[config.mk]
export PLATFORM = sky130hd
export DESIGN_NAME = fifo_burst_reader_flat
export DESIGN_NICKNAME = d
export VERILOG_FILES = /design/src/rtl/fifo_pkg.sv /design/src/rtl/fifo_burst_reader_if.sv /design/src/rtl/fifo_skid_buf2.sv /design/src/rtl/fifo_burst_reader.sv /design/src/flat_wrapper.sv
export SDC_FILE = /design/constraint.sdc
export NUM_CORES = 1
export LEC_CHECK = 0
export ABC_AREA = 1
export CAP_MARGIN = 25
export CORE_MARGIN = 2
export CORE_UTILIZATION = 54
export DETAILED_ROUTE_END_ITERATION = 16
export HOLD_SLACK_MARGIN = 0.08
export PLACE_DENSITY = 0.8
export SYNTH_ARGS = -nofsm -noshare
export SYNTH_HDL_FRONTEND = slang
export SYNTH_SLANG_ARGS = --single-unit
[constraint.sdc]
create_clock -name clk -period 4.85 [get_ports clk]
set_input_delay 1.455 -clock clk [delete_from_list [all_inputs] [get_ports clk]]
set_output_delay 1.455 -clock clk [all_outputs]
set_load 0.01 [all_outputs]
[src/rtl/fifo_pkg.sv]
// fifo_pkg: shared types and default widths for the FIFO burst reader.
package fifo_pkg;
    localparam int FIFO_WIDTH_DEF = 16;
    localparam int LEN_WIDTH_DEF  = 8;
    typedef enum logic [1:0] {IDLE, RUN, DRAIN, DONE} rd_state_e;
endpackage

[src/rtl/fifo_burst_reader_if.sv]
// fifo_burst_reader_if: command, FIFO read port and output stream of the burst reader.
interface fifo_burst_reader_if
    import fifo_pkg::*;
#(
    parameter int FW = FIFO_WIDTH_DEF,
    parameter int LW = LEN_WIDTH_DEF
) ();
    logic          cmd_valid;
    logic [LW-1:0] cmd_len;
    logic          cmd_ready;
    logic          rd_en;
    logic [FW-1:0] data_out;
    logic          empty;
    logic          underflow;
    logic          out_valid;
    logic [FW-1:0] out_data;
    logic          out_last;
    logic          out_ready;
    logic          done;
    logic          err_underflow;
    modport master (
        input  cmd_valid, cmd_len, data_out, empty, underflow, out_ready,
        output cmd_ready, rd_en, out_valid, out_data, out_last, done, err_underflow
    );
    modport slave (
        output cmd_valid, cmd_len, data_out, empty, underflow, out_ready,
        input  cmd_ready, rd_en, out_valid, out_data, out_last, done, err_underflow
    );
endinterface

[src/rtl/fifo_skid_buf2.sv]
// fifo_skid_buf2: 2-entry in-order buffer; head entry is always e0.
module fifo_skid_buf2
    import fifo_pkg::*;
#(
    parameter int WIDTH = FIFO_WIDTH_DEF
) (
    input  logic             clk,
    input  logic             rst_n,
    input  logic             push,
    input  logic [WIDTH-1:0] push_data,
    input  logic             pop,
    output logic [1:0]       count,
    output logic [WIDTH-1:0] head_data,
    output logic             head_valid
);
    logic [WIDTH-1:0] e0_q, e0_d, e1_q, e1_d;
    logic [1:0] cnt_q, cnt_d, cnt_p;
    logic pop_ok;
    // Pop is applied first, so a push lands in whichever slot the pop left free.
    always_comb begin
        pop_ok = pop && cnt_q != 2'd0;
        cnt_p  = cnt_q - {1'b0, pop_ok};
        cnt_d  = cnt_p + {1'b0, push};
        e0_d   = (push && cnt_p == 2'd0) ? push_data : (pop_ok ? e1_q : e0_q);
        e1_d   = (push && cnt_p != 2'd0) ? push_data : e1_q;
    end
    always_ff @(posedge clk or negedge rst_n) begin
        if (!rst_n) begin
            cnt_q <= '0;
            e0_q  <= '0;
            e1_q  <= '0;
        end else begin
            cnt_q <= cnt_d;
            e0_q  <= e0_d;
            e1_q  <= e1_d;
        end
    end
    assign count      = cnt_q;
    assign head_data  = e0_q;
    assign head_valid = cnt_q != 2'd0;
endmodule

[src/rtl/fifo_burst_reader.sv]
// fifo_burst_reader: drains a commanded number of FIFO words onto a valid/ready stream.
module fifo_burst_reader
    import fifo_pkg::*;
#(
    parameter int FIFO_WIDTH = FIFO_WIDTH_DEF,
    parameter int LEN_WIDTH  = LEN_WIDTH_DEF
) (
    input logic clk,
    input logic rst_n,
    fifo_burst_reader_if.master bus
);
    rd_state_e state_q, state_d;
    logic [LEN_WIDTH-1:0] len_q, len_d, issued_q, issued_d, sent_q, sent_d;
    logic inflight_q, err_q;
    logic [1:0] count;
    logic [2:0] credit_used;
    logic pop, head_valid, drain_done;
    logic [FIFO_WIDTH-1:0] head_data;

    fifo_skid_buf2 #(.WIDTH(FIFO_WIDTH)) u_buf (
        .clk       (clk),
        .rst_n     (rst_n),
        .push      (inflight_q),
        .push_data (bus.data_out),
        .pop       (pop),
        .count     (count),
        .head_data (head_data),
        .head_valid(head_valid)
    );

    assign pop               = head_valid && bus.out_ready;
    assign bus.out_valid     = head_valid;
    assign bus.out_data      = head_data;
    assign bus.out_last      = head_valid && (sent_q == len_q - 1'b1);
    assign bus.cmd_ready     = state_q == IDLE;
    assign bus.done          = state_q == DONE;
    assign bus.err_underflow = err_q;
    // The word leaving this cycle frees its slot, which keeps one read per clock.
    assign credit_used = {1'b0, count} - {2'b00, pop} + {2'b00, inflight_q};
    assign bus.rd_en   = state_q == RUN && !bus.empty && issued_q < len_q && credit_used < 3'd2;
    assign drain_done  = !inflight_q &&
                         ((sent_q == len_q && count == 2'd0) || (bus.out_last && pop && count == 2'd1));

    always_comb begin
        state_d  = state_q;
        len_d    = len_q;
        issued_d = issued_q + LEN_WIDTH'(bus.rd_en);
        sent_d   = sent_q + LEN_WIDTH'(pop);
        case (state_q)
            IDLE: if (bus.cmd_valid) begin
                len_d    = bus.cmd_len;
                issued_d = '0;
                sent_d   = '0;
                state_d  = bus.cmd_len == '0 ? DONE : RUN;
            end
            RUN:     state_d = issued_q == len_q ? DRAIN : RUN;
            DRAIN:   state_d = drain_done ? DONE : DRAIN;
            default: state_d = IDLE;
        endcase
    end

    always_ff @(posedge clk or negedge rst_n) begin
        if (!rst_n) begin
            state_q    <= IDLE;
            len_q      <= '0;
            issued_q   <= '0;
            sent_q     <= '0;
            inflight_q <= 1'b0;
            err_q      <= 1'b0;
        end else begin
            state_q    <= state_d;
            len_q      <= len_d;
            issued_q   <= issued_d;
            sent_q     <= sent_d;
            inflight_q <= bus.rd_en;
            err_q      <= err_q | (bus.underflow && bus.rd_en);
        end
    end
endmodule
[src/flat_wrapper.sv]
// flat-port wrapper written by rule: the top's interface ports become plain ports
module fifo_burst_reader_flat import fifo_pkg::*;
#(
    parameter int FIFO_WIDTH = FIFO_WIDTH_DEF,
    parameter int LEN_WIDTH  = LEN_WIDTH_DEF
)
  (clk, rst_n, bus_cmd_valid, bus_cmd_len, bus_data_out, bus_empty, bus_underflow, bus_out_ready, bus_cmd_ready, bus_rd_en, bus_out_valid, bus_out_data, bus_out_last, bus_done, bus_err_underflow);
  fifo_burst_reader_if bus_i ();
  input logic clk;
  input logic rst_n;
  input wire logic [$bits(bus_i.cmd_valid)-1:0] bus_cmd_valid;
  input wire logic [$bits(bus_i.cmd_len)-1:0] bus_cmd_len;
  input wire logic [$bits(bus_i.data_out)-1:0] bus_data_out;
  input wire logic [$bits(bus_i.empty)-1:0] bus_empty;
  input wire logic [$bits(bus_i.underflow)-1:0] bus_underflow;
  input wire logic [$bits(bus_i.out_ready)-1:0] bus_out_ready;
  output wire logic [$bits(bus_i.cmd_ready)-1:0] bus_cmd_ready;
  output wire logic [$bits(bus_i.rd_en)-1:0] bus_rd_en;
  output wire logic [$bits(bus_i.out_valid)-1:0] bus_out_valid;
  output wire logic [$bits(bus_i.out_data)-1:0] bus_out_data;
  output wire logic [$bits(bus_i.out_last)-1:0] bus_out_last;
  output wire logic [$bits(bus_i.done)-1:0] bus_done;
  output wire logic [$bits(bus_i.err_underflow)-1:0] bus_err_underflow;
  assign bus_i.cmd_valid = bus_cmd_valid;
  assign bus_i.cmd_len = bus_cmd_len;
  assign bus_i.data_out = bus_data_out;
  assign bus_i.empty = bus_empty;
  assign bus_i.underflow = bus_underflow;
  assign bus_i.out_ready = bus_out_ready;
  assign bus_cmd_ready = bus_i.cmd_ready;
  assign bus_rd_en = bus_i.rd_en;
  assign bus_out_valid = bus_i.out_valid;
  assign bus_out_data = bus_i.out_data;
  assign bus_out_last = bus_i.out_last;
  assign bus_done = bus_i.done;
  assign bus_err_underflow = bus_i.err_underflow;
  fifo_burst_reader #(.FIFO_WIDTH(FIFO_WIDTH), .LEN_WIDTH(LEN_WIDTH)) u_core (.clk(clk), .rst_n(rst_n), .bus(bus_i));
endmodule
==> reports/results.txt, run 1 <==
Finished Cell Area: 0.004061 mm^2
Final setup violation count: 0
Gate Count Post-Synth: 393
Synth warn: 0
Initial drt markers: 204
Fin Setup TNS: 0 ns
Synth Flop Type: dfrtp_1
Ys async rst share: 100.0%
Clock share of power: 17.5%
Slew headroom: 42.39%
Layout Area Growth over Synthesis: 24.32%
Number of I/O pins: 52
WS Path Type: in -> out
Row cnt: 28
CTS buffer count: 9
CP max FO: 2
Root buffer cell: clkbuf_8
GR Overflow Total: 0
Dpl cells: 512
FMAX: 0.2101 GHz
Starting Density: 55.51%
Clk slew on worst S/H paths: 0.07 ns
Horiz. Die Dim: 81.78 um
CTS Buffer Depth: 2
Detail Route Antenna Nets: 0
Antenna violations before repair: 0
CP endpoint kind: primary output
Vias/cell: 5.480
Vias: 2899
WL final: 7321 um
Max Transition Viols Final: 0
Critical path launch point type: primary input
Post-synth EDFFs: 0
Worst vdd ir: 372.7 uV
Final Cycle Share: 98.13%
Dpl ws: -0.6478 ns
Drt drc: 0
Share of layout cells above drive strength 1: 9.251%
Post-layout minimum cycle time: 4.759 ns
Total Power: 2282 uW
Layout Nets: 496
Core Area: 0.005886 mm^2
Logic pwr share: 45.4%
Data arrival, critical path: 3.30 ns
Post-Layout Cell Count: 529
Clk Latency, worst-skew pair: 0.34 ns
Proportion of power drawn by flip-flops and latches: 37.1%
P per Cell Area: 561.9 mW/mm^2
Sw Ratio: 41.04%
First-pass DRT Iterations: 4
#FFs+latches synth: 62
Sink Count: 62
P_leak: 0.001939 uW
RePlAce Congestion: 0.9081
Port Buf Inserts: 51
Max Cap Viol: 0
Vias in the first global route: 2634
Largest net degree at the start of global routing: 49
Worst-Margin Slew: 0.8632 ns
Worst setup slack after layout: 0.09066 ns
CP required: 3.39 ns
Netlist cell types: 33
TritonCTS clock tree: built
Syn_area_per_cell: 8.313 um^2
Cell area after synthesis: 0.003267 mm^2
Most frequent cells in the layout: nand2_1, dfrtp_1, inv_1
Setup Skew: 0.01370 ns
Pint: 1346 uW
Placed wire-length estimate: 5408 um
Status: completed
Die Ht: 81.78 um
DIE AREA: 0.006688 mm^2
Hold-fix buffers, CTS: 0
Worst hold path class: reg -> reg
Placed inst area: 0.003841 mm^2
Psw: 936.6 uW
Synthesized Nets: 440
Gr usage total: 23.67%
DR WL/cell: 13.84 um
First-pass GRT wire length: 11940 um
Final Hold Violating Endpoints: 0
Most common cell after layout, fill and taps aside: nand2_1
Register area share after synthesis: 47.49%
Diode count: 0
H-tree depth: 3
## power groups by stage
stage / Sequential, uW / Clock (uW) / Combinational [uW]
finish: 846 / 400 / 1040
global route: 865 / 431 / 1180
CTS: 841 / 406 / 1030
detailed placement: 850 / 0 / 1000
global placement: 839 / 0 / 961
floorplan: 840 / 0 / 647
## area by class of cell
cell class	count	area [um^2]
well taps	75	93.84
fillers	475	1824
clock inverters	7	50.05
multi-input cells	266	1499
repair buffers	57	544.3
inverters	53	198.9
flip-flops and latches	62	1551
clock buffers	9	123.9
## critical path, stage by stage
cell,delay (ns)
dlygate4sd2_1,0.25
nand2_2,0.09
inv_2,0.06
ha_4,0.26
nor2_2,0.03
fa_2,0.38
a211oi_2,0.26
o2111ai_2,0.14
nor3_2,0.20
buf_2,0.18
## Yosys cell counts, drive strengths merged, types with 2 or more instances
cell type	n	area, um^2
a21oi	15	78.83
o211ai	16	120.1
nor4	2	12.51
o21ai	33	165.2
inv	53	198.9
xor2	2	17.52
nand4	2	12.51
nand3	49	250.2
nand2	75	291.5
xnor2	6	60.06
dfrtp	62	1551
buf	11	58.80
nor2	36	137.6
ha	16	200.2
nor3	6	30.03
## metal layers
layer | routed length, um | track usage, % | up-vias
met3 | 269 | 3.516 | 19
met2 | 3520 | 36.42 | 72
met4 | 199 | 12.83 | 0
met5 | 0 | 0 | -
li1 | - | - | 1416
met1 | 3331 | 32.35 | 1392
## flip-flops by register name, summed over array words and instances, names as in the netlist
name / count
u_core.u_buf.e1_q: 16
u_core.u_buf.count: 2
u_core.len_q: 8
u_core.bus.err_underflow: 1
u_core.inflight_q: 1
u_core.state_q: 2
u_core.sent_q: 8
u_core.u_buf.head_data: 16
u_core.issued_q: 8
## kinds of logic after synthesis
kind of cell | after synthesis | share of synthesized area [%]
AO/OA/AOI/OAI | 69 | 12.45
XOR/XNOR | 8 | 2.375
adder cells (fa/ha/maj) | 17 | 6.741
AND/OR/NAND/NOR | 172 | 22.94
flip-flops | 62 | 47.49
buffers and inverters | 65 | 8.004
## final timing paths
kind                                                    startpoint  cells after the start  slack (ns)                            endpoint
max in group asynchronous                                    rst_n                      2        2.82        u_core.issued_q[6]$_DFF_PN0_
worst max-delay path                                 bus_out_ready                     10        0.09                           bus_rd_en
worst max register to register     u_core.u_buf.count[1]$_DFF_PN0_                     19        1.49        u_core.issued_q[6]$_DFF_PN0_
worst min-delay path            u_core.bus.err_underflow$_DFF_PN0_                      1        0.49  u_core.bus.err_underflow$_DFF_PN0_
min in group asynchronous                                    rst_n                      1        1.16    u_core.u_buf.e1_q[1]$_DFFE_PN0P_
worst min register to register  u_core.bus.err_underflow$_DFF_PN0_                      1        0.49  u_core.bus.err_underflow$_DFF_PN0_
## stage by stage
| stage | utilization, % | hold WS [ns] |
|---|---|---|
| detailed placement | 65.26 | 0.4619 |
| floorplan | - | 0.4397 |
| CTS | 68.75 | 0.4820 |
| global placement | 65.26 | 0.4446 |
| global route | 69.01 | 0.4966 |
| finish | 69.01 | 0.4859 |
## timing repair
action,in CTS,in global routing
gates resized for setup,10,3
endpoints found under the setup margin,1,1
setup buffers,1,0
pin swaps,6,3
Note: power is estimated with default switching activity, not from simulation.
==> inputs of run 2 (changes only) <==
- ABC_CLOCK_PERIOD_IN_PS: default -> 4850
- PLACE_DENSITY: 0.8 -> 0.89
- SKIP_CTS_REPAIR_TIMING: default -> 1
==> run 2 against run 1 <==
  * Sequential power barely moved
  * Critical path depth rose by 1
  * Largest power group unchanged
  * Combinational power barely moved
  * First-iteration DRC count rose by 20%
  * Routed wire length rose by 5.3%
  * Clock-buffer cell count rose by 1
  * Final area rose by 0.37%
  * Sequential cell count did not move
  * Hold slack got worse by 0.016 ns
  * Utilization rose by 0.26 points
  * Non-clock buffer count fell by 1
  * Largest cell class unchanged
==> reports/results.txt, run 2 (synthesized netlist as in run 1, its figures left out) <==
Status: completed
Critical path destination: bus_rd_en
Dpl cells: 512
Row cnt: 28
Detail Route Antenna Nets: 0
CTS buffer count: 9
Finished Cell Area: 0.004076 mm^2
Drt drc: 0
FMAX: 0.2123 GHz
Number of I/O pins: 52
Layout Nets: 495
Most frequent cells in the layout: nand2_1, dfrtp_1, inv_1
CP max FO: 4
Most common cell after layout, fill and taps aside: nand2_1
Diode count: 0
Data arrival, critical path: 3.26 ns
Placed wire-length estimate: 5508 um
Max Transition Viols Final: 0
Horiz. Die Dim: 81.78 um
Critical path launch point type: primary input
FF-to-FF setup slack: 1.58 ns
Post-layout minimum cycle time: 4.711 ns
Vias/cell: 5.504
Slew headroom: 42.02%
Worst hold path class: reg -> reg
Clk Latency, worst-skew pair: 0.35 ns
Max Cap Viol: 0
First-pass GRT wire length: 12920 um
Gr usage total: 25.96%
P_leak: 0.001952 uW
DIE AREA: 0.006688 mm^2
Placed inst area: 0.003841 mm^2
Antenna violations before repair: 0
WL final: 7711 um
Sink Count: 62
Root buffer cell: clkbuf_8
GR Overflow Total: 0
WS Path Type: in -> out
Share of layout cells above drive strength 1: 8.389%
CP startpoint: bus_out_ready
Vias: 2906
Final Hold Violating Endpoints: 0
H-tree depth: 3
Worst R2R Start: u_core.u_buf.count[1]$_DFF_PN0_
Clk slew on worst S/H paths: 0.07 ns
TritonCTS clock tree: built
Vias in the first global route: 2822
Initial drt markers: 245
Final setup violation count: 0
Worst vdd ir: 346.4 uV
Core Area: 0.005886 mm^2
DR WL/cell: 14.60 um
P per Cell Area: 584.2 mW/mm^2
R2r worst-path depth: 18
Layout Area Growth over Synthesis: 24.78%
First-pass DRT Iterations: 5
Unrepaired setup endpoints after global routing: false
Largest net degree at the start of global routing: 49
Die Ht: 81.78 um
CTS Buffer Depth: 2
Port Buf Inserts: 51
RePlAce Congestion: 0.8428
RR Endpoint: u_core.issued_q[6]$_DFF_PN0_
CP endpoint kind: primary output
Final Cycle Share: 97.13%
Post-Layout Cell Count: 528
Worst hold margin: 0.4699 ns
Setup Skew: 0.008139 ns
Starting Density: 55.51%
CP required: 3.39 ns
Worst-Margin Slew: 0.8677 ns
## run 2: where the power goes
part           switching [uW]  internal, uW
sequential                145           701
clock                     204           288
combinational             586           456
total                     936          1450
## run 2: worst min-delay path by stage
| stage | slack (ns) | start | to | cells past startpoint |
|---|---|---|---|---|
| final | 0.47 | u_core.bus.err_underflow$_DFF_PN0_ | u_core.bus.err_underflow$_DFF_PN0_ | 1 |
| after detailed placement | 0.46 | u_core.bus.err_underflow$_DFF_PN0_ | u_core.bus.err_underflow$_DFF_PN0_ | 1 |
| after global routing | 0.50 | u_core.bus.err_underflow$_DFF_PN0_ | u_core.bus.err_underflow$_DFF_PN0_ | 1 |
| after floorplan | 0.44 | u_core.issued_q[7]$_DFF_PN0_ | u_core.issued_q[7]$_DFF_PN0_ | 1 |
| after CTS | 0.47 | u_core.bus.err_underflow$_DFF_PN0_ | u_core.bus.err_underflow$_DFF_PN0_ | 1 |
| after global placement | 0.44 | u_core.bus.err_underflow$_DFF_PN0_ | u_core.bus.err_underflow$_DFF_PN0_ | 1 |
## run 2: layout make-up
cell class | instances | area, um^2
Sequential cell | 62 | 1551
Clock inverter | 6 | 86.33
Timing Repair Buffer | 56 | 539.3
Multi-Input combinational cell | 266 | 1479
Inverter | 53 | 198.9
Clock buffer | 10 | 127.6
Fill cell | 444 | 1809
Tap cell | 75 | 93.84
## run 2: per-layer routing
metal / routed length, um / up-vias / share of wire, % / track usage, %
li1: - / 1418 / - / -
met4: 229 / 0 / 3.0 / 12.83
met3: 366 / 23 / 4.7 / 5.275
met5: 0 / - / 0 / 0
met2: 3896 / 85 / 51 / 41.71
met1: 3219 / 1380 / 42 / 33.55
## run 2: worst max-delay path, cell delays in order
cell and delay [ns]:
clkbuf_2 0.10, nand2_2 0.07, inv_2 0.05, ha_4 0.26, nor2_2 0.03, fa_1 0.47, nor3_2 0.20, o2111ai_1 0.13
nor3_1 0.21, buf_4 0.17, buf_6 0.10
## run 2: through the flow
stage	util (%)	TNS (ns)	total power, uW	setup slack [ns]
floorplan	-	0	1487	0.09142
global placement	65.26	-0.5538	1790	-0.5538
detailed placement	65.26	-0.6422	1850	-0.6422
CTS	68.90	-0.6818	2360	-0.6818
global route	69.26	0	2579	0.005045
finish	69.26	0	2381	0.1390
==> inputs of run 3 (changes only) <==
- CORE_ASPECT_RATIO: default -> 0.6
- CORE_UTILIZATION: 54 -> 63
- DONT_BUFFER_PORTS: default -> 1
- GPL_TIMING_DRIVEN: default -> 1
- PLACE_DENSITY: 0.89 -> 0.88
==> run 3 against run 2 <==
  * Routed wire length down 5.3%
  * Final area down 13%
  * Clock-buffer cell count down 1
  * Sequential power up 4.0%
  * Register-to-register slack worse by 0.03 ns
  * Worst setup slack better by 0.26 ns
  * Combinational power down 21%
  * First-iteration DRC count down 36%
  * Total power down 8.1%
  * Global-route usage up 0.94 points
  * Clock power about the same
  * Critical path depth down 2
  * Critical endpoint unchanged
  * Largest cell class unchanged
==> reports/results.txt, run 3 (synthesized netlist as in run 1, its figures left out) <==
CP max FO: 4
Psw: 891.6 uW
Clk Latency, worst-skew pair: 0.34 ns
Dpl ws: 0.4161 ns
Placed wire-length estimate: 5242 um
Logic pwr share: 37.4%
Starting Density: 64.95%
Final setup violation count: 0
Initial drt markers: 157
M1 GR Usage: 37.08%
First-pass DRT Iterations: 4
CTS Buffer Depth: 2
Share of layout cells above drive strength 1: 7.731%
Worst setup slack after layout: 0.3999 ns
Row cnt: 20
Most common cell after layout, fill and taps aside: nand2_1
Final Hold Violating Endpoints: 0
Sink Count: 62
Horiz. Die Dim: 96.97 um
Proportion of power drawn by flip-flops and latches: 40.3%
Clk slew on worst S/H paths: 0.07 ns
Area occupied by multi-input gates: 0.001454 mm^2
Placed inst area: 0.003317 mm^2
Worst-Margin Slew: 0.8603 ns
CTS buffer count: 9
Die Ht: 59.78 um
CP endpoint kind: primary output
CP required: 3.39 ns
Drt drc: 0
DIE AREA: 0.005797 mm^2
Vias/cell: 5.719
Most Used Layer, Global Route: met2
Most frequent cells in the layout: nand2_1, dfrtp_1, inv_1
Clock share of power: 22.4%
Layout Utilization: 70.17%
Status: completed
Final Cycle Share: 91.75%
GRT met3 Usage: 7.953%
GR Overflow Total: 0
Vias: 2671
Core Area: 0.005030 mm^2
Max Cap Viol: 0
Gr usage total: 26.90%
Layout Nets: 443
Slew headroom: 42.51%
Port Buf Inserts: 0
FMAX: 0.2247 GHz
Total Power: 2189 uW
Data arrival, critical path: 3.00 ns
DR WL/cell: 15.63 um
RePlAce Congestion: 0.8255
Sw Ratio: 40.73%
Critical path launch point type: primary input
P_leak: 0.001755 uW
Diode count: 0
Number of I/O pins: 52
Fin Setup TNS: 0 ns
Finished Cell Area: 0.003530 mm^2
Post-layout minimum cycle time: 4.450 ns
P per Cell Area: 620.1 mW/mm^2
Antenna violations before repair: 0
Layout Area Growth over Synthesis: 8.043%
Detail Route Antenna Nets: 0
Register Area: 0.001551 mm^2
First-pass GRT wire length: 11910 um
TritonCTS clock tree: built
H-tree depth: 3
Vias in the first global route: 2520
Worst hold path class: reg -> reg
Max Transition Viols Final: 0
WS Path Type: in -> out
FILL cells: 374
WL final: 7299 um
Pint: 1297 uW
Setup Skew: 0.006336 ns
Largest net degree at the start of global routing: 63
Root buffer cell: clkbuf_8
Worst vdd ir: 332.9 uV
Unrepaired setup endpoints after global routing: false
Grt met2 use: 42.36%
[run 3: cell types whose count changed in the layout (fill, tap and decap cells not counted), sizes merged]
cell,before,now
clkbuf,11,9
clkinv,3,5
buf,7,4
clkinvlp,1,0
clkdlybuf4s50,48,0
[run 3: power by group through the flow]
stage | Clock, uW | Sequential [uW] | Combinational (uW)
detailed placement | 0 | 886 | 805
global route | 518 | 905 | 934
finish | 490 | 881 | 818
floorplan | 0 | 840 | 647
global placement | 0 | 877 | 760
CTS | 494 | 878 | 815
[run 3: layout make-up]
type,count,area share [%]
inverter,53,5.636
clock inverter,7,2.517
tap,66,2.340
multi-input combinational,266,41.19
sequential,62,43.96
clock buffer,9,3.509
timing repair buffer,4,0.8508
[run 3: worst paths after layout]
kind	startpoint	endpoint	slack, ns	cells past startpoint
hold reg to reg	u_core.u_buf.e1_q[10]$_DFFE_PN0P_	u_core.u_buf.e1_q[10]$_DFFE_PN0P_	0.49	2
setup / recovery	bus_out_ready	bus_rd_en	0.40	9
hold / removal	u_core.u_buf.e1_q[10]$_DFFE_PN0P_	u_core.u_buf.e1_q[10]$_DFFE_PN0P_	0.49	2
setup reg to reg	u_core.u_buf.count[1]$_DFF_PN0_	u_core.issued_q[7]$_DFF_PN0_	1.55	18
min in group asynchronous	rst_n	u_core.issued_q[0]$_DFF_PN0_	0.80	0
max in group asynchronous	rst_n	u_core.issued_q[4]$_DFF_PN0_	3.94	0
[run 3: metrics by stage]
step / hold slack (ns) / instances
final: 0.4881 / 467
after global routing: 0.5129 / 467
after CTS: 0.4927 / 467
after detailed placement: 0.4759 / 451
after global placement: 0.4673 / 451
after floorplan: 0.4397 / 393
[run 3: layer usage]
metal	wire, um	part of all wire [%]	up-vias
li1	-	-	1309
met4	68	0.93	0
met5	0	0	-
met1	3422	47	1271
met3	474	6.5	9
met2	3334	46	82
[run 3: critical path, stage by stage]
cell	delay, ns
nand2_2	0.08
inv_2	0.04
ha_1	0.26
nor2_1	0.13
fa_1	0.43
nor3_1	0.14
o2111ai_1	0.13
nor3_1	0.15
buf_4	0.18
==> patch 1, RTL diff (flow settings as in run 3) <==
Set the package constant `FIFO_WIDTH_DEF` to 20 (it was 16).
--- a/src/rtl/fifo_pkg.sv
+++ b/src/rtl/fifo_pkg.sv
@@ -1,6 +1,6 @@
 // fifo_pkg: shared types and default widths for the FIFO burst reader.
 package fifo_pkg;
-    localparam int FIFO_WIDTH_DEF = 16;
+    localparam int FIFO_WIDTH_DEF = 20;
     localparam int LEN_WIDTH_DEF  = 8;
     typedef enum logic [1:0] {IDLE, RUN, DRAIN, DONE} rd_state_e;
 endpackage
Interface: changed (resized bus_data_out and bus_out_data); port bits go from 52 to 60. No check against the original RTL was run, so the function may have changed too.
==> patch 1 against run 3 <==
- wire length is 7.6% higher
- sequential cell count is 8 higher
- final area is 10% higher
- synthesized area is 11% higher
- final cell count is 11% higher
- clock skew is 0.00077 ns higher
- power is 5.5% higher
- register-to-register slack worse by 0.11 ns
- global-route usage is 0.58 points higher
- non-clock buffer count is 2 higher
- setup slack worse by 0.21 ns
- die area is 10% higher
- first-iteration DRC count is 55% higher
- core utilization is 0.10 points higher
- critical path type unchanged
==> patch 1: results (changes against run 3) <==
| Metric | Value |
|---|---|
| Synth Area in Compound Gates | 13.5% (+1.1 points) |
| Worst Tran Pin Value | 0.593 ns (-0.268 ns) |
| Worst setup path startpoint | bus_out_ready |
| Fillers | 432 (+16%) |
| Pin count of the biggest net entering global routing | 71 (+13%) |
| Top FF cell, synth | dfrtp_1 |
| Ant diodes | 0 (unchanged) |
| Worst path max stage delay | around 0.44 ns |
| XOR/XNOR Fraction of Synth Area | 1.66% (-0.71 points) |
| Synth async-reset ratio | 100% (unchanged) |
| First-pass GRT wire length | 13400 um (+12%) |
| Total routed wirelength | 7860 um (+7.6%) |
| Htree depth | 3 (unchanged) |
| Sw power | 0.953 mW (+6.9%) |
| Layout Nets | 485 (+9.5%) |
| Number of global-route vias before repair | 2824 (+12%) |
| Ys Warns | 0 (unchanged) |
| Adder-cell share of the synthesized area | 6.09% (-0.65 points) |
| Hold WS | 0.497 ns (+0.00911 ns) |
| Router iterations before antenna repair | 5 (+1) |
| FF-to-FF End | u_core.issued_q[7] |
| Critical Path AT | 3.21 ns (+0.21 ns) |
| Commonest cells post-synth | inv_1, dfrtp_1, nand2_1 |
| Post-detail-place hpwl | 5640 um (+7.6%) |
| Net count after synthesis | 482 (+9.5%) |
| Mux share of post-synthesis cell area | 0% (unchanged) |
| Vias/cell | 5.66 (-0.99%) |
| Worst Clk Skew | 0.00711 ns (+0.000769 ns) |
| Max Fanout on Critical Path | 4 (unchanged) |
| Hold Path Depth | 2 (unchanged) |
| IO Port Bufs | 0 (unchanged) |
| Cells taking the most area after synthesis | dfrtp_1, inv_1, nand2_1 |
| Worst path slowest cell | fa_1 |
| Total Routing Usage GR | 27.5% (+0.58 points) |
| P_leak | 1.96 nW (+12%) |
| FF-to-FF setup slack | 1.44 ns (-0.11 ns) |
| Worst VDD drop | 352 uV (+5.7%) |
| Crit-path leading delay family | simple AND/OR/NAND/NOR gates |
| Final GP Congestion | 0.908 (+10%) |
| Worst-path clk slew | 0.07 ns (about the same) |
| Routed vias | 2939 (+10%) |
| Placed insts | 503 (+12%) |
| DRC marker count from the first detailed-route iteration | 244 (+55%) |
| Post-Synthesis Cells | 431 (+9.7%) |
| Synth cell types | 29 (-12%) |
| Total CTS buffers | 9 (unchanged) |
| Largest buffer count on any clock path | 2 (unchanged) |
| Initial antenna violation count | 0 (unchanged) |
| Capture point of the worst path | bus_rd_en |
| HP Class | register to register |
| Hold Crit Endpoint | u_core.u_buf.e1_q[13] |
| Hold_sp | u_core.u_buf.e1_q[13] |
| Proportion of layout cells with a drive suffix above 1 | 7.52% (-0.21 points) |
| Seq/Total Area, Yosys | 48.5% (+0.99 points) |
| Status | finished clean |
## patch 1: per-stage QoR
| stage | cell area, um^2 | setup slack (ns) |
|---|---|---|
| global route | 3900 | 0.0735 |
| global placement | 3690 | 0.289 |
| CTS | 3900 | 0.195 |
| detailed placement | 3690 | 0.215 |
| floorplan | 3610 | 0.0870 |
| finish | 3900 | 0.190 |
## patch 1: worst register-to-register path, cell delays in order, from the launching register on
cell     delay, ns
dfrtp_1       0.48
inv_2         0.10
nand2_4       0.11
inv_2         0.05
nor2_1        0.13
ha_1          0.25
nor2_1        0.16
fa_1          0.44
nor3_1        0.16
nand3_1       0.11
nor4_2        0.25
buf_4         0.19
ha_1          0.17
nand3_1       0.12
nor2_1        0.16
nand3_1       0.11
nor2_1        0.13
o21ai_0       0.08
a21oi_1       0.14
## patch 1: final cells by class
| class | instances | area share, % |
|---|---|---|
| clock buffers | 10 | 3.53 |
| clock inverters | 6 | 1.80 |
| well taps | 80 | 2.57 |
| inverters | 83 | 8.00 |
| flip-flops and latches | 70 | 45.0 |
| multi-input cells | 264 | 38.0 |
| repair buffers | 6 | 1.16 |
## patch 1: layer usage
metal / GRT usage, % / vias up / share of wire, %
met1: 38.6 / 1386 / 46
met3: 9.73 / 11 / 8.2
met4: 9.63 / 0 / 1.4
li1: - / 1418 / -
met2: 39.7 / 124 / 45
met5: 0 / - / 0
## patch 1: power groups by stage
stage / sequential [mW] / clock, mW / combinational, mW
6_report: 0.980 / 0.485 / 0.845
3_3_place_gp: 0.973 / 0 / 0.778
4_1_cts: 0.976 / 0.492 / 0.840
5_1_grt: 1.01 / 0.518 / 0.977
2_1_floorplan: 0.942 / 0 / 0.661
3_5_place_dp: 0.986 / 0 / 0.830
==> patch 2, RTL diff (settings of run 3) <==
Without the edit above. Reset style: synchronous (`rst_n`), changed in 2 clocked blocks.
--- a/src/rtl/fifo_skid_buf2.sv
+++ b/src/rtl/fifo_skid_buf2.sv
@@ -24,7 +24,7 @@
         e0_d   = (push && cnt_p == 2'd0) ? push_data : (pop_ok ? e1_q : e0_q);
         e1_d   = (push && cnt_p != 2'd0) ? push_data : e1_q;
     end
-    always_ff @(posedge clk or negedge rst_n) begin
+    always_ff @(posedge clk) begin
         if (!rst_n) begin
             cnt_q <= '0;
             e0_q  <= '0;
--- a/src/rtl/fifo_burst_reader.sv
+++ b/src/rtl/fifo_burst_reader.sv
@@ -59,7 +59,7 @@
         endcase
     end
 
-    always_ff @(posedge clk or negedge rst_n) begin
+    always_ff @(posedge clk) begin
         if (!rst_n) begin
             state_q    <= IDLE;
             len_q      <= '0;
Behaviour: differs if rst_n is asserted again (counterexample within 4 cycles, from zero or initial values and one cycle with rst_n low); with rst_n held inactive, the same outputs for 10 cycles.
==> patch 2 against run 3 <==
- wire length decreased by 1.5%
- maximum frequency down 2.4%
- largest cell class is now multi-input combinational cells
- sequential cell count did not move
- final area down 4.6%
- synthesized area fell by 5.1%
- hold slack worse by 0.0041 ns
- critical endpoint unchanged
- setup slack got worse by 0.11 ns
Power is not compared: it rests on default switching activity, and its combinational part moved more than twofold at a synthesized area within 25%.
==> patch 2: results (changes against run 3) <==
| Metric | Value |
|---|---|
| IO Port Bufs | 0 (unchanged) |
| Ys Warns | 0 (unchanged) |
| Final Cell Area | 3370 um^2 (-4.6%) |
| Largest buffer count on any clock path | 2 (unchanged) |
| Synth async-reset ratio | 0% (-100 points) |
| Fillers | 364 (-2.7%) |
| Net count after synthesis | 477 (+8.4%) |
| Max Fanout on Critical Path | 2 (-2) |
| Post-detail-place hpwl | 5100 um (-2.7%) |
| Hold WS | 0.484 ns (-0.00408 ns) |
| Synth cell types | 31 (-6.1%) |
| Worst setup path startpoint | bus_out_ready |
| First-pass GRT wire length | 12000 um (+0.76%) |
| Status | finished clean |
| Total CTS buffers | 9 (unchanged) |
| Commonest cells post-synth | nand2_1, nor2_1, dfxtp_1 |
| Final GP Congestion | 0.914 (+11%) |
| Total Routing Usage GR | 28.5% (+1.6 points) |
| Worst VDD drop | 285 uV |
| Proportion of layout cells with a drive suffix above 1 | 6.45% (-1.3 points) |
| Latest clock arrival within the worst-skew pair | 0.34 ns (about the same) |
| DRC marker count from the first detailed-route iteration | 175 (+11%) |
| Root Buffer | clkbuf_8 |
| Seq/Total Area, Yosys | 40.0% (-7.5 points) |
| Placed cell area | 3130 um^2 (-5.7%) |
| R2R Path Start | u_core.u_buf.count[1] |
| Htree depth | 3 (unchanged) |
| Critical Path AT | 3.10 ns (+0.10 ns) |
| Reg2reg path depth | 16 (-2) |
| Worst slew margin | 55.4% (+13 points) |
| FF-to-FF setup slack | 1.62 ns (+0.07 ns) |
| P_leak | around 1.4 nW |
| Pin count of the biggest net entering global routing | 33 (-48%) |
| Internal | 1.05 mW |
| FF-to-FF End | u_core.issued_q[7] |
| Cells taking the most area after synthesis | dfxtp_1, nand2_1, nor2_1 |
| Routed vias | 2797 (+4.7%) |
| Total routed wirelength | 7190 um (-1.5%) |
| Number of global-route vias before repair | 2649 (+5.1%) |
| Worst Clk Skew | 0.00797 ns (+0.00163 ns) |
## patch 2: changes by cell type in the layout (fill, tap and decap cells not counted), moves of 9 or more
cell / run 3 / this run
o21ai_1: 0 / 11
inv_1: 50 / 41
dfrtp_1: 62 / 0
dfxtp_1: 0 / 62
o21ai_0: 33 / 18
nor2_1: 35 / 87
nand3_1: 48 / 13
nand2_1: 73 / 93
o211ai_1: 16 / 0
a311oi_1: 0 / 12
## patch 2: cell families after synthesis
family                   share of synthesized area, %
AND/OR/NAND/NOR                                  29.2
AO/OA/AOI/OAI                                    13.6
flip-flops                                       40.0
buffers and inverters                            7.58
adder cells (fa/ha/maj)                          7.10
XOR/XNOR                                         2.54
## patch 2: layer usage
metal	global-route usage [%]	vias up	wire length (um)
li1	-	1405	-
met1	39.8	1274	3340
met2	42.9	109	3080
met3	9.86	9	711
met4	7.66	0	60
met5	0	-	0
## patch 2: power groups by stage
stage	clock (mW)	sequential, mW	combinational (mW)
floorplan	0	0.626	0.302
global placement	0	0.636	0.354
detailed placement	0	0.637	0.373
CTS	0.553	0.627	0.377
global route	0.579	0.635	0.432
finish	0.552	0.628	0.380
## patch 2: final cells by class
type                    instances  share of cell area [%]
clock inverters                 4                    2.83
inverters                      45                    5.02
repair buffers                  2                   0.446
well taps                      63                    2.34
clock buffers                  11                    4.20
multi-input cells             310                    48.3
flip-flops and latches         62                    36.9
## patch 2: worst min path at each step
stage / start / end / depth (start not counted)
2_1_floorplan: u_core.state_q[0] / u_core.state_q[1] / 1
3_3_place_gp: u_core.u_buf.e1_q[9] / u_core.u_buf.e1_q[9] / 2
3_5_place_dp: u_core.u_buf.e1_q[1] / u_core.u_buf.e1_q[1] / 2
4_1_cts: u_core.u_buf.e1_q[15] / u_core.u_buf.head_data[15] / 2
5_1_grt: u_core.u_buf.e1_q[4] / u_core.u_buf.head_data[4] / 2
6_report: u_core.u_buf.e1_q[0] / u_core.u_buf.head_data[0] / 2
## patch 2: through the flow
| stage | worst slack, ns | instances |
|---|---|---|
| 4_1_cts | 0.281 | 497 |
| 6_report | 0.291 | 497 |
| 2_1_floorplan | 0.0914 | 430 |
| 5_1_grt | 0.160 | 497 |
| 3_3_place_gp | 0.354 | 482 |
| 3_5_place_dp | 0.278 | 482 |
## patch 2: worst max-delay path, stage by stage
cell and delay (ns):
inv_1 0.10, nor2_4 0.05, ha_1 0.27, nor2_1 0.15, fa_1 0.45, nor3_1 0.15, nand4_1 0.13, nor3_1 0.20
buf_4 0.16
